===== config.mk =====
export PLATFORM = sky130hd
export DESIGN_NAME = mem_access_unit
export DESIGN_NICKNAME = d
export VERILOG_FILES = /design/src/rtl/mem_access_unit.sv
export SDC_FILE = /design/constraint.sdc
export NUM_CORES = 1
export LEC_CHECK = 0
export ABC_AREA = 1
export CORE_ASPECT_RATIO = 0.9
export CORE_MARGIN = 2
export CORE_UTILIZATION = 38
export DETAILED_ROUTE_END_ITERATION = 10
export PLACE_DENSITY = 0.89
export SYNTH_ARGS = -nofsm -noshare
export SYNTH_HDL_FRONTEND = slang
export SYNTH_SLANG_ARGS = --single-unit

===== constraint.sdc =====
create_clock -name clk -period 5.1 [get_ports clk]
set_input_delay 1.53 -clock clk [delete_from_list [all_inputs] [get_ports clk]]
set_output_delay 1.53 -clock clk [all_outputs]
set_load 0.01 [all_outputs]

===== src/rtl/mem_access_unit.sv =====
// MEM-stage load/store engine for issue slot one: drives the data-side SRAM-like bus,
// forms byte strobes and aligned load results, flags address errors and stalls EX/MEM.
module mem_access_unit #(
    parameter int ADDR_W = 32,
    parameter int DATA_W = 32
) (
    input  logic              clk,
    input  logic              resetn,
    input  logic              flush,
    input  logic [1:0]        ls_mem_i,
    input  logic [3:0]        ls_size_mem_i,
    input  logic              ls_signed_mem_i,
    input  logic [ADDR_W-1:0] addr_mem_i,
    input  logic [DATA_W-1:0] store_data_mem_i,
    input  logic              exp_pending_mem_i,
    input  logic              wb_ready,
    output logic              data_req,
    output logic              data_wr,
    output logic [1:0]        data_size,
    output logic [ADDR_W-1:0] data_addr,
    output logic [3:0]        data_wstrb,
    output logic [DATA_W-1:0] data_wdata,
    input  logic              data_addr_ok,
    input  logic              data_data_ok,
    input  logic [DATA_W-1:0] data_rdata,
    output logic [DATA_W-1:0] load_result,
    output logic              mem_stall,
    output logic              adel,
    output logic              ades,
    output logic [ADDR_W-1:0] bad_vaddr
);

    typedef enum logic [2:0] {S_IDLE, S_REQ, S_WAIT, S_DONE, S_DRAIN} state_t;

    state_t      state;
    logic        is_load, is_store, is_byte, is_half, is_word;
    logic        misaligned, access;
    logic [1:0]  off;
    logic [3:0]  strobe;
    logic [DATA_W-1:0] shifted, load_data;
    logic        unused_size_bit;

    assign off             = addr_mem_i[1:0];
    assign is_load         = (ls_mem_i == 2'b01);
    assign is_store        = (ls_mem_i == 2'b10);
    assign is_byte         = ls_size_mem_i[0];
    assign is_half         = ls_size_mem_i[1];
    assign is_word         = ls_size_mem_i[2];
    assign unused_size_bit = ls_size_mem_i[3];

    assign misaligned = (is_half && off[0]) || (is_word && (off != 2'b00));
    assign access     = (is_load || is_store) && !exp_pending_mem_i && !misaligned && !flush;

    assign adel      = is_load  && misaligned && !exp_pending_mem_i;
    assign ades      = is_store && misaligned && !exp_pending_mem_i;
    assign bad_vaddr = (adel || ades) ? addr_mem_i : '0;

    // Bus attributes come straight from EX/MEM; the stall keeps them frozen while req is held.
    assign data_addr  = addr_mem_i;
    assign data_wr    = is_store;
    assign data_size  = is_byte ? 2'd0 : (is_half ? 2'd1 : 2'd2);
    assign data_wstrb = is_store ? strobe : 4'b0000;
    assign data_wdata = is_byte ? {4{store_data_mem_i[7:0]}} :
                        (is_half ? {2{store_data_mem_i[15:0]}} : store_data_mem_i);

    // NOTE: every variable assigned in always_comb gets a default first, so no latch is inferred.
    always_comb begin
        strobe = 4'b1111;
        if (is_byte)
            strobe = 4'b0001 << off;
        else if (is_half)
            strobe = off[1] ? 4'b1100 : 4'b0011;
    end

    assign shifted = data_rdata >> {off, 3'b000};

    always_comb begin
        load_data = data_rdata;
        if (is_byte)
            load_data = {{24{ls_signed_mem_i & shifted[7]}}, shifted[7:0]};
        else if (is_half)
            load_data = {{16{ls_signed_mem_i & shifted[15]}}, shifted[15:0]};
    end

    assign data_req  = ((state == S_IDLE) && access) || (state == S_REQ);
    assign mem_stall = ((state == S_IDLE) && access) || (state == S_REQ) || (state == S_WAIT) ||
                       ((state == S_DRAIN) && (ls_mem_i != 2'b00));

    // NOTE: sequential state uses non-blocking assignments only; reset is synchronous to clk.
    always_ff @(posedge clk) begin
        if (!resetn) begin
            state       <= S_IDLE;
            load_result <= '0;
        end else begin
            case (state)
                S_IDLE: begin
                    if (access)
                        state <= data_addr_ok ? S_WAIT : S_REQ;
                end
                S_REQ: begin
                    // An accepted request must still be drained even if flushed in the same cycle.
                    if (data_addr_ok)
                        state <= flush ? S_DRAIN : S_WAIT;
                    else if (flush)
                        state <= S_IDLE;
                end
                S_WAIT: begin
                    if (data_data_ok) begin
                        if (flush) begin
                            state <= S_IDLE;
                        end else begin
                            if (is_load)
                                load_result <= load_data;
                            state <= S_DONE;
                        end
                    end else if (flush) begin
                        state <= S_DRAIN;
                    end
                end
                S_DONE: begin
                    if (wb_ready || flush)
                        state <= S_IDLE;
                end
                S_DRAIN: begin
                    if (data_data_ok)
                        state <= S_IDLE;
                end
                default: state <= S_IDLE;
            endcase
        end
    end

endmodule


### Word level (Yosys, flattened, before mapping)

Index checks and enable logic that the tools add are counted.
W data, S select, Z words.

* bits in registers: 35
* input bits: 110
* output and inout bits: 139
* logic and storage cells: 66

* eq/ne operators: 11
* shifts and indexed selects: 2
* muxes and demuxes: 22
* bitwise operators: 3
* reduce and logical (&&, ||, !) cells: 26

Operators with widths (count)
* $mux W32: 5
* $shr A32 B5 Y16: 1
* $mux W3: 8
* $mux W4: 4
* $pmux W3 S5: 1
* $logic_and A1 B1 Y1: 11
* $mux W2: 4
* $logic_or A1 B1 Y1: 7
* $eq A3 B2 Y1 const B: 2
* $ne A2 B2 Y1 const B: 3
* $ne A3 B3 Y1 const B: 2
* $reduce_and A5 Y1: 1
* $reduce_and A4 Y1: 1
* $reduce_bool A2 Y1: 2
* $shl A1 B2 Y4 const A: 1
* $eq A3 B1 Y1 const B: 1
* $eq A3 B3 Y1 const B: 1
* $logic_not A1 Y1: 3
* $logic_not A3 Y1: 1
* $and A1 B1 Y1: 2
* $eq A2 B1 Y1 const B: 1
* $eq A2 B2 Y1 const B: 1
* $not A1 Y1: 1

### Longest topological paths before layout

Gate-level depths: netlist (run 1).

* depth after elaboration: 10
* gate-level depth with buffers: 10
* depth with buffers taken out: 10

### Worst setup path after synthesis (run 1)

Ideal clock, no wire load.

* path type: in2out
* start: in ls_mem_i[1]
* end: out bad_vaddr[10]
* arrival: 2541 ps
* data required time: 3570 ps
* path slack: 1029 ps
* stages on the path: 7
* path buffers: 1
* cell sequence: inv_1 -> ha_1 -> inv_1 -> nor3_2 -> nor2_2 -> buf_6 -> nor2_2

* longest elaborated chain between the ends: 5
* elaborated cells between the ends (all ways): 8

RTL lines
* start, declared: line 10 `input logic [1:0] ls_mem_i,`
* $eq A2 B1 Y1: line 44 `assign is_load = (ls_mem_i == 2'b01);`
* $logic_and A1 B1 Y1 (2 in a row): line 54 `assign adel = is_load && misaligned && !exp_pending_mem_i;`
* named net adel: line 28 `output logic adel,`
* $logic_or A1 B1 Y1: line 56 `assign bad_vaddr = (adel || ades) ? addr_mem_i : '0;`
* $mux W32: line 56
* end, declared: line 30 `output logic [ADDR_W-1:0] bad_vaddr`

The timed path passes the listed nets, and every way through them passes these cells.

### Worst setup path in the final report (run 1)

* start: in ls_size_mem_i[1]
* end: out bad_vaddr[17]

* longest elaborated chain between the ends: 6
* elaborated cells between the ends (all ways): 8

RTL lines
* start, declared: line 11 `input logic [3:0] ls_size_mem_i,`
* $logic_and A1 B1 Y1 (*): line 51 `assign misaligned = (is_half && off[0]) || (is_word && (off != 2'b00));`
* $logic_or A1 B1 Y1 (*): line 51
* $logic_and A1 B1 Y1, on equally long branches (2 in a row): line 54, 55
* $logic_or A1 B1 Y1 (*): line 56
* $mux W32 (*): line 56

Every way passes the cells marked *; elsewhere a longest branch is shown, timed or not.

==> qor.yml, run 1 <==
grt:
  grt_usage: 0.279
  grt_pass1_vias: 4172
  gr-total-overflow: 0
  grt_max_degree: 41
  antenna_found_initial: 1
  grt_pass1_wl_mm: 21.0
run:
  maxCapViolCount: 0
timing:
  timing.final.crit_period_ns: 5.01
  worst_slack_ns: 0.0906
  slew_headroom: 0.562
  skew_ns: 0.00727
  holdWs_ns: 0.531
  drv_slew: 0
  hold_viol_final: 0
  setup_viol: 0
  rsz0062_at_grt: "true"
  fmax_ghz: 0.200
  finalCritPeriodShare: 0.982
  tightestPinTransition_ns: 0.656
floorplan:
  fp.dieW_um: 103
  start_util: 0.392
  core_area_mm2: 0.00861
  die_h_um: 93.5
  row_count: 32
  ios: 249
  dieArea_mm2: 0.00966
drt:
  drt_iter0_markers: 242
  drc: 0
  vias: 4321
  wirelength_mm: 13.8
  drt-wirelength-per-cell_um: 15.1
  viasPerCell: 4.73
  first_pass_iters: 4
  postRouteAntennaNets: 0
placed_design:
  post-place-ws_ns: -0.0234
  portBuffers: 247
  gp_congestion: 0.952
  dp_hpwl_mm: 11.2
yosys:
  yosys.area_share.simple: 0.414
  synth_compound_area_frac: 0.122
  avgSynthCellArea_um2: 5.78
  synth_top_cell_by_area: "dfxtp_1"
  synth_area_mm2: 0.00338
  synthFlopType: "dfxtp_1"
  synth_cells: 584
  synth-xor-area-share: 0
  synth_mux_area_frac: 0.00333
  synth_top_area_share: 0.207
  yosysWarnings: 0
  ys_ff_latch: 35
  synthAdderAreaFrac: 0.0111
  synth-edff-count: 0
  synthArstFlopShare: 0
  ys_seq_area_frac: 0.207
  synth.distinct_cells: 31
  synthTopCellsByArea: "dfxtp_1, nor2_1, nand2_1"
  synth_fp_nets: 697
  synth_top_family_by_area: "simple AND/OR/NAND/NOR gates"
final_layout:
  nNetsFinal: 906
  layout_commonest_cell: "clkdlybuf4s50_1"
  final_cell_mix: "clkdlybuf4s50_1, nor2_1, nand2_1"
  fillers: 694
  multi_input_area_mm2: 0.00187
  drive_gt1_frac: 0.106
  seq_area_um2: 701
  area_growth_pct: 71.9
power_and_ir_drop:
  total_power_mw: 1.02
  powerDensity_mw_per_mm2: 175
  vdd_drop_max_v: 0.000109
  p_leak_nw: 2.76
worst_setup_path:
  end_kind: "primary output"
  critPathArrivalTime_ns: 3.48
  path_max_fanout: 18
  crit_required_ns: 3.57
  startpoint_type: "primary input"
  reg2reg_setup_slack_ns: 2.91
  crit_type: "primary input to primary output"
cts:
  numCtsBuffers: 5
  postCtsHoldBufs: 0
  path_clk_slew_ns: 0.06
  clock_path_buffers: 2
  tritoncts: "done"
  cts_root_buffer: "clkbuf_8"
  clkLatencyLatePin_ns: 0.29
  htree_levels: 2
  clkSinkCount: 35
min_path:
  hp-class: "register to register"
run_status:
  status: "completed"
## final cells by class
type                    instances  area share
inverters                      93      0.0601
clock buffers                   7      0.0131
repair buffers                268       0.457
flip-flops and latches         35       0.121
multi-input cells             390       0.322
well taps                     119      0.0256
diodes                          1    0.000431
clock inverters                 1    0.000862
## per-stage QoR
step	util	TNS [ns]	area, µm²	cells
2_1_floorplan	-	0	3380	584
3_3_place_gp	0.662	0	5700	904
3_5_place_dp	0.662	-0.0287	5700	904
4_1_cts	0.672	0	5780	912
5_1_grt	0.675	-0.00889	5810	914
6_report	0.675	0	5810	914
## power breakdown
part	switching (mW)	internal [mW]	leakage, nW	total, mW
Clock	0.102	0.0959	0.0422	0.198
Combinational	0.251	0.257	2.44	0.508
Sequential	0.0194	0.290	0.283	0.309
## routing by layer
metal	GRT usage	wire length, µm	share of wire	vias up
met5	0	0	0	-
met4	0.102	482	0.035	0
met3	0.0620	1200	0.087	35
met2	0.476	6710	0.49	244
met1	0.338	5370	0.39	1890
li1	-	-	-	2152
## worst max-delay path, stage by stage
cell             delay (ns)
clkdlybuf4s50_1        0.52
nand2_1                0.06
nand2_1                0.12
nand2_4                0.09
nor3b_4                0.25
nor2_4                 0.07
buf_6                  0.18
nor2_2                 0.11
clkdlybuf4s50_1        0.55
## sequential cells by signal (all words and copies together), names as in the netlist
register,count
load_result,32
state,3
## cell usage after synthesis, types with 2 or more instances
cell type	number
dfxtp_1	35
nand2_1	102
ha_1	3
nor2_1	133
inv_1	88
buf_4	43
o221ai_1	2
inv_2	4
nor2_2	35
o21ai_0	44
buf_6	6
clkbuf_1	7
a21oi_1	24
o22ai_1	5
nand2_2	3
nand3_2	5
nand2_4	3
nand3_1	20
buf_2	10
## cell families after synthesis
logic type	after synthesis
buf+inv	159
flops	35
fa+ha+maj	3
simple gates	308
mux	1
compound gates	78
## path summary, 6_finish.rpt
check	start	end	depth (start not counted)
max	ls_size_mem_i[1]	bad_vaddr[17]	9
min	load_result[12]$_SDFFE_PN0P_	load_result[12]$_SDFFE_PN0P_	2
max reg2reg	state[1]$_SDFFE_PN0P_	load_result[11]$_SDFFE_PN0P_	7
min reg2reg	load_result[12]$_SDFFE_PN0P_	load_result[12]$_SDFFE_PN0P_	2
## timing repair
action | 4_1_cts | 5_1_grt
setup buffers | 0 | 1
resized for setup | 2 | 4
pin swaps | 0 | 1
setup endpoints to repair | 5 | 20
No activity file was read; power rests on OpenSTA's default activity.
==> inputs of run 2 (changes only) <==
- SLEW_MARGIN: default -> 10
==> results of run 2 <==
Same layout as run 1: the final DEF is identical, and so are final timing and power.
==> inputs of run 3 (changes only) <==
- CTS_CLUSTER_SIZE: default -> 24
==> results of run 3 <==
Same layout as run 1: the final DEF is identical, and so are final timing and power.
==> variant 1: new RTL, flow settings as in run 3 <==
Change the parameter `ADDR_W` from 32 to 36.
--- a/src/rtl/mem_access_unit.sv
+++ b/src/rtl/mem_access_unit.sv
@@ -1,7 +1,7 @@
 // MEM-stage load/store engine for issue slot one: drives the data-side SRAM-like bus,
 // forms byte strobes and aligned load results, flags address errors and stalls EX/MEM.
 module mem_access_unit #(
-    parameter int ADDR_W = 32,
+    parameter int ADDR_W = 36,
     parameter int DATA_W = 32
 ) (
     input  logic              clk,
Ports: changed (resized addr_mem_i, bad_vaddr and data_addr); port bits go from 249 to 261. No check against the original RTL was run, so the function may have changed too.
==> variant 1 against run 3 <==
- core utilization rose by 2.4 points
- synthesized area fell by 2.6%
- count of clock-buffer cells in the layout did not move
- design area rose by 2.1%
- global-route usage rose by 1.6 points
- power fell by 0.12%
- sequential share of layout area fell by 0.25 points
- setup slack improved by 0.015 ns
- register-to-register slack improved by 0.20 ns
- sequential cell count did not move
- wire length rose by 7.8%
- hold slack got worse by 0.0020 ns
- via count rose by 4.6%
- largest cell class unchanged
==> variant 1: results (changes against run 3) <==
status = finished, final reports clean
vias in the first global route = 4179 (+0.17%)
Crit path max-delay family = buffers and inverters
P_leak = 3.302 nW (+19%)
min-delay worst type = reg2reg
Clock Skews = 0.01041 ns (+0.003138 ns)
GR Util All Layers = 29.51% (+1.6 points)
share of cells above drive strength 1 = 6.105% (-4.5 points)
Clk pin slew, worst setup/hold paths = 0.08 ns (+0.02 ns)
count of cell types in the netlist = 29 (-6.5%)
synth top area cells = dfxtp_1 21%, nor2_1 19%, nand2_1 12%
Setup TNS = 0 ns (unchanged)
total CTS buffers = 5 (unchanged)
Seq/Total Area, Yosys = 21.28% (+0.54 points)
Filler cells = 692 (-0.29%)
wire per inst = 15.77 µm (+4.8%)
Worst Path Max Fanout = 9 (-9)
Worst VDD drop = 110.5 µV (+1.4%)
nets = 935 (+3.2%)
Primary FF master, synth = dfxtp_1
Async S/R FF share, synth = 0% (unchanged)
DR iter-0 viols = 320 (+32%)
initial antenna violation count = 3 (+2)
Worst-Margin Slew = 0.6401 ns (-0.01568 ns)
half-perimeter wire length after placement = 11520 µm (+3.1%)
global-route wire length before repair = 21750 µm (+3.7%)
largest net degree at the start of global routing = 41 (unchanged)
CP peak stage delay = 0.58 ns (+0.03 ns)
RePlAce Congestion = 1.007 (+5.9%)
synth cell count leaders = 170 x nor2_1, 105 x nand2_1, 91 x inv_1
critical path data arrival time = 3.46 ns (-0.02 ns)
Root Buffer Master = clkbuf_8
PortBufs = 259 (+4.9%)
top flop regs = load_result (32), state (3)
Hold Crit Start = load_result[11]$_SDFFE_PN0P_
post-synth net total = 712 (+2.2%)
DR pass1 iterations = 5 (+1)
RR Startpoint = state[1]$_SDFFE_PN0P_
Via density = 4.801 (+1.6%)
==> variant 1: cell families after synthesis <==
| group | Yosys count | synth area share [%] |
|---|---|---|
| and+or+nand+nor | 312 | 39.07 |
| DFF | 35 | 21.28 |
| muxes | 1 | 0.3421 |
| adders and majority gates | 3 | 1.140 |
| buffers and inverters | 166 | 25.73 |
| AOI/OAI and AO/OA | 78 | 12.43 |
==> variant 1: routing by layer <==
layer / wire length (µm) / GRT usage (%)
met5: 12 / 0
met3: 1308 / 6.491
met4: 218 / 8.444
met2: 7206 / 49.40
met1: 6093 / 37.93
==> variant 1: area by class of cell <==
class,count,area share [%]
Multi-Input combinational cell,396,29.89
Antenna cell,3,0.1266
Tap cell,119,2.511
Clock buffer,7,1.287
Inverter,96,6.076
Sequential cell,35,11.81
Timing Repair Buffer,284,48.21
Clock inverter,1,0.08439
==> variant 1: where the power goes <==
group | internal [mW] | leakage [nW] | switching [mW]
Clock | 0.0960 | 0.0422 | 0.105
Combinational | 0.256 | 2.98 | 0.249
Sequential | 0.290 | 0.283 | 0.0184
Total | 0.642 | 3.30 | 0.372
==> variant 1: metrics by stage <==
step,utilization [%],instance area (µm²),worst slack [ns],cells,hold WS (ns)
2_1_floorplan,-,3292,1.002,595,0.5554
3_3_place_gp,67.11,5697,-0.08562,923,0.5158
3_5_place_dp,67.11,5697,-0.1767,923,0.5155
4_1_cts,68.35,5802,0.01966,933,0.5366
5_1_grt,69.84,5928,-0.001668,940,0.5645
6_report,69.87,5931,0.1059,941,0.5294
==> variant 1: repair_timing <==
action / in CTS / in global routing
resized for setup: 3 / 30
pin swaps: 3 / 4
endpoints found under the hold margin: 0 / 0
endpoints found under the setup margin: 36 / 37
hold buffers: 0 / 0
setup buffers: 1 / 4
gates cloned: 1 / 1
==> variant 1: final timing paths <==
path / end / slack [ns] / cells after the start
max: bad_vaddr[21] / 0.11 / 9
max reg2reg: load_result[9]$_SDFFE_PN0P_ / 3.11 / 8
min reg2reg: load_result[11]$_SDFFE_PN0P_ / 0.53 / 2
min: load_result[11]$_SDFFE_PN0P_ / 0.53 / 2
==> variant 1: tightest hold or removal path, cell delays in order, from the launching register on <==
cell and delay (ns):
dfxtp_1 0.33, o21ai_0 0.08, nor2_1 0.09
==> variant 2: new RTL, config.mk and constraints of run 3 <==
Made on the original files. Encoding of `state_t`: now one-hot (5 bits for 5 states).
--- a/src/rtl/mem_access_unit.sv
+++ b/src/rtl/mem_access_unit.sv
@@ -30,7 +30,7 @@
     output logic [ADDR_W-1:0] bad_vaddr
 );
 
-    typedef enum logic [2:0] {S_IDLE, S_REQ, S_WAIT, S_DONE, S_DRAIN} state_t;
+    typedef enum logic [4:0] {S_IDLE = 5'b00001, S_REQ = 5'b00010, S_WAIT = 5'b00100, S_DONE = 5'b01000, S_DRAIN = 5'b10000} state_t;
 
     state_t      state;
     logic        is_load, is_store, is_byte, is_half, is_word;
Behaviour: no difference found for any inputs over 10 cycles, from zero or initial values and one cycle with resetn low; not proved beyond that.
==> variant 2 against run 3 <==
- wire length rose by 4.2%
- power rose by 3.0%
- sequential power rose by 5%
- clock power rose by 4%
- die area fell by 4.5%
- synthesized area fell by 4.7%
- setup slack got worse by 0.038 ns
- sequential cell count rose by 2
- design area rose by 0.80%
- core utilization rose by 4.4 points
- highest routed layer unchanged
==> variant 2: results (changes against run 3) <==
Clock Latency Late Sink = 0.29 ns (about the same)
RePlAce Congestion = 0.9608 (+0.98%)
met3 Track Usage GR = 8.006% (+1.8 points)
CTS max path bufs = 2 (unchanged)
synth cell count leaders = 142 x nand2_1, 115 x nor2_1, 64 x inv_1
half-perimeter wire length after placement = 11250 µm (+0.74%)
post-synth net total = 677 (-2.9%)
met2 GRT Util = 49.94% (+2.3 points)
Async S/R FF share, synth = 0% (unchanged)
initial antenna violation count = 0 (-1)
cell-internal power = 0.6660 mW (+3.6%)
total CTS buffers = 5 (unchanged)
Clk power = 0.206 mW (+4%)
DR iter-0 viols = 311 (+29%)
Tot Pwr = 1.046 mW (+3.0%)
routed wl met2 = 6775 µm (+1.0%)
H-tree depth reported by CTS = 2 (unchanged)
count of cell types in the netlist = 29 (-6.5%)
DR pass1 iterations = 5 (+1)
Seq/Total Area, Yosys = 23.01% (+2.3 points)
largest net degree at the start of global routing = 43 (+4.9%)
top flop regs = load_result (32), state (5)
compound-cell area share of the yosys netlist = 14.85% (+2.6 points)
met1 WL = 5637 µm (+5.0%)
Clk pin slew, worst setup/hold paths = 0.06 ns (about the same)
CP peak stage delay = 0.55 ns (about the same)
global-route wire length before repair = 21730 µm (+3.6%)
multiplexer share of the synthesized area = 0% (-0.33 points)
P_leak = 3.091 nW (+12%)
critical path data arrival time = 3.52 ns (+0.04 ns)
DR top layer = met4
final wirelength = 14330 µm (+4.2%)
synth top area cells = dfxtp_1 23%, nand2_1 17%, nor2_1 13%
Worst Path Max Fanout = 14 (-4)
Warnings, synthesis = 0 (unchanged)
Cell Area, Placed = 5608 µm² (-1.6%)
met1 Usage GRT = 35.69% (+1.9 points)
XOR/XNOR Fraction of Synth Area = 0% (unchanged)
Crit path max-delay family = buffers and inverters
Clock Skews = 0.01177 ns (+0.004501 ns)
min-delay worst type = reg2reg
Filler cells = 643 (-7.3%)
nets = 907 (+0.11%)
Synth Area in Adders = 1.166% (+0.055 points)
status = finished, final reports clean
vias in the first global route = 4358 (+4.5%)
Post-synth EDFFs = 0 (unchanged)
slowest stage cell on the critical path = clkdlybuf4s50_1
Worst slew margin = 22.87% (-33 points)
Met3 Wirelength = 1406 µm (+17%)
Sequential Power Share = 30.9% (+0.4 points)
Worst VDD drop = 118.9 µV (+9.1%)
vias = 4477 (+3.6%)
share of cells above drive strength 1 = 9.446% (-1.1 points)
Root Buffer Master = clkbuf_8
PortBufs = 247 (unchanged)
GR Util All Layers = 29.61% (+1.7 points)
-- variant 2: cell count changes after synthesis, sizes merged, moves of 6 or more --
cell / delta
nand2: +39
nor2: -39
inv: -22
o21ai: +20
a31oi: +12
a21oi: -10
nand3: -10
buf: -6
-- variant 2: area by class of cell --
class / instances / area, µm² / share of cell area [%]
multi-input combinational: 398 / 1826 / 31.18
antenna: 1 / 2.502 / 0.04274
sequential: 37 / 740.7 / 12.65
timing repair buffer: 282 / 2804 / 47.89
clock buffer: 7 / 86.33 / 1.475
tap: 99 / 123.9 / 2.116
inverter: 70 / 271.5 / 4.638
-- variant 2: repair_timing --
action	in CTS	in global routing
endpoints found under the setup margin	34	33
pin swaps	2	2
buffers inserted	2	5
resized for setup	8	26
cloned	1	0
-- variant 2: stage by stage --
step / setup slack, ns / cells / util [%] / TNS, ns / hold slack [ns]
2_1_floorplan: 0.9744 / 564 / - / 0 / 0.4864
3_3_place_gp: -0.4127 / 878 / 68.85 / -11.50 / 0.4683
3_5_place_dp: -0.5006 / 878 / 68.85 / -14.33 / 0.4765
4_1_cts: 0.003109 / 888 / 70.40 / 0 / 0.4865
5_1_grt: -0.03793 / 893 / 71.84 / -0.03793 / 0.5060
6_report: 0.05217 / 894 / 71.87 / 0 / 0.4857
-- variant 2: worst paths after layout --
kind                                             startpoint  cells after the start  slack (ns)                           end
worst max-delay path                       ls_size_mem_i[1]                     10        0.05                 bad_vaddr[12]
worst min register to register  load_result[7]$_SDFFE_PN0P_                      2        0.49   load_result[7]$_SDFFE_PN0P_
worst min-delay path            load_result[7]$_SDFFE_PN0P_                      2        0.49   load_result[7]$_SDFFE_PN0P_
worst max register to register        state[4]$_SDFFE_PN0P_                      8        3.21  load_result[10]$_SDFFE_PN0P_
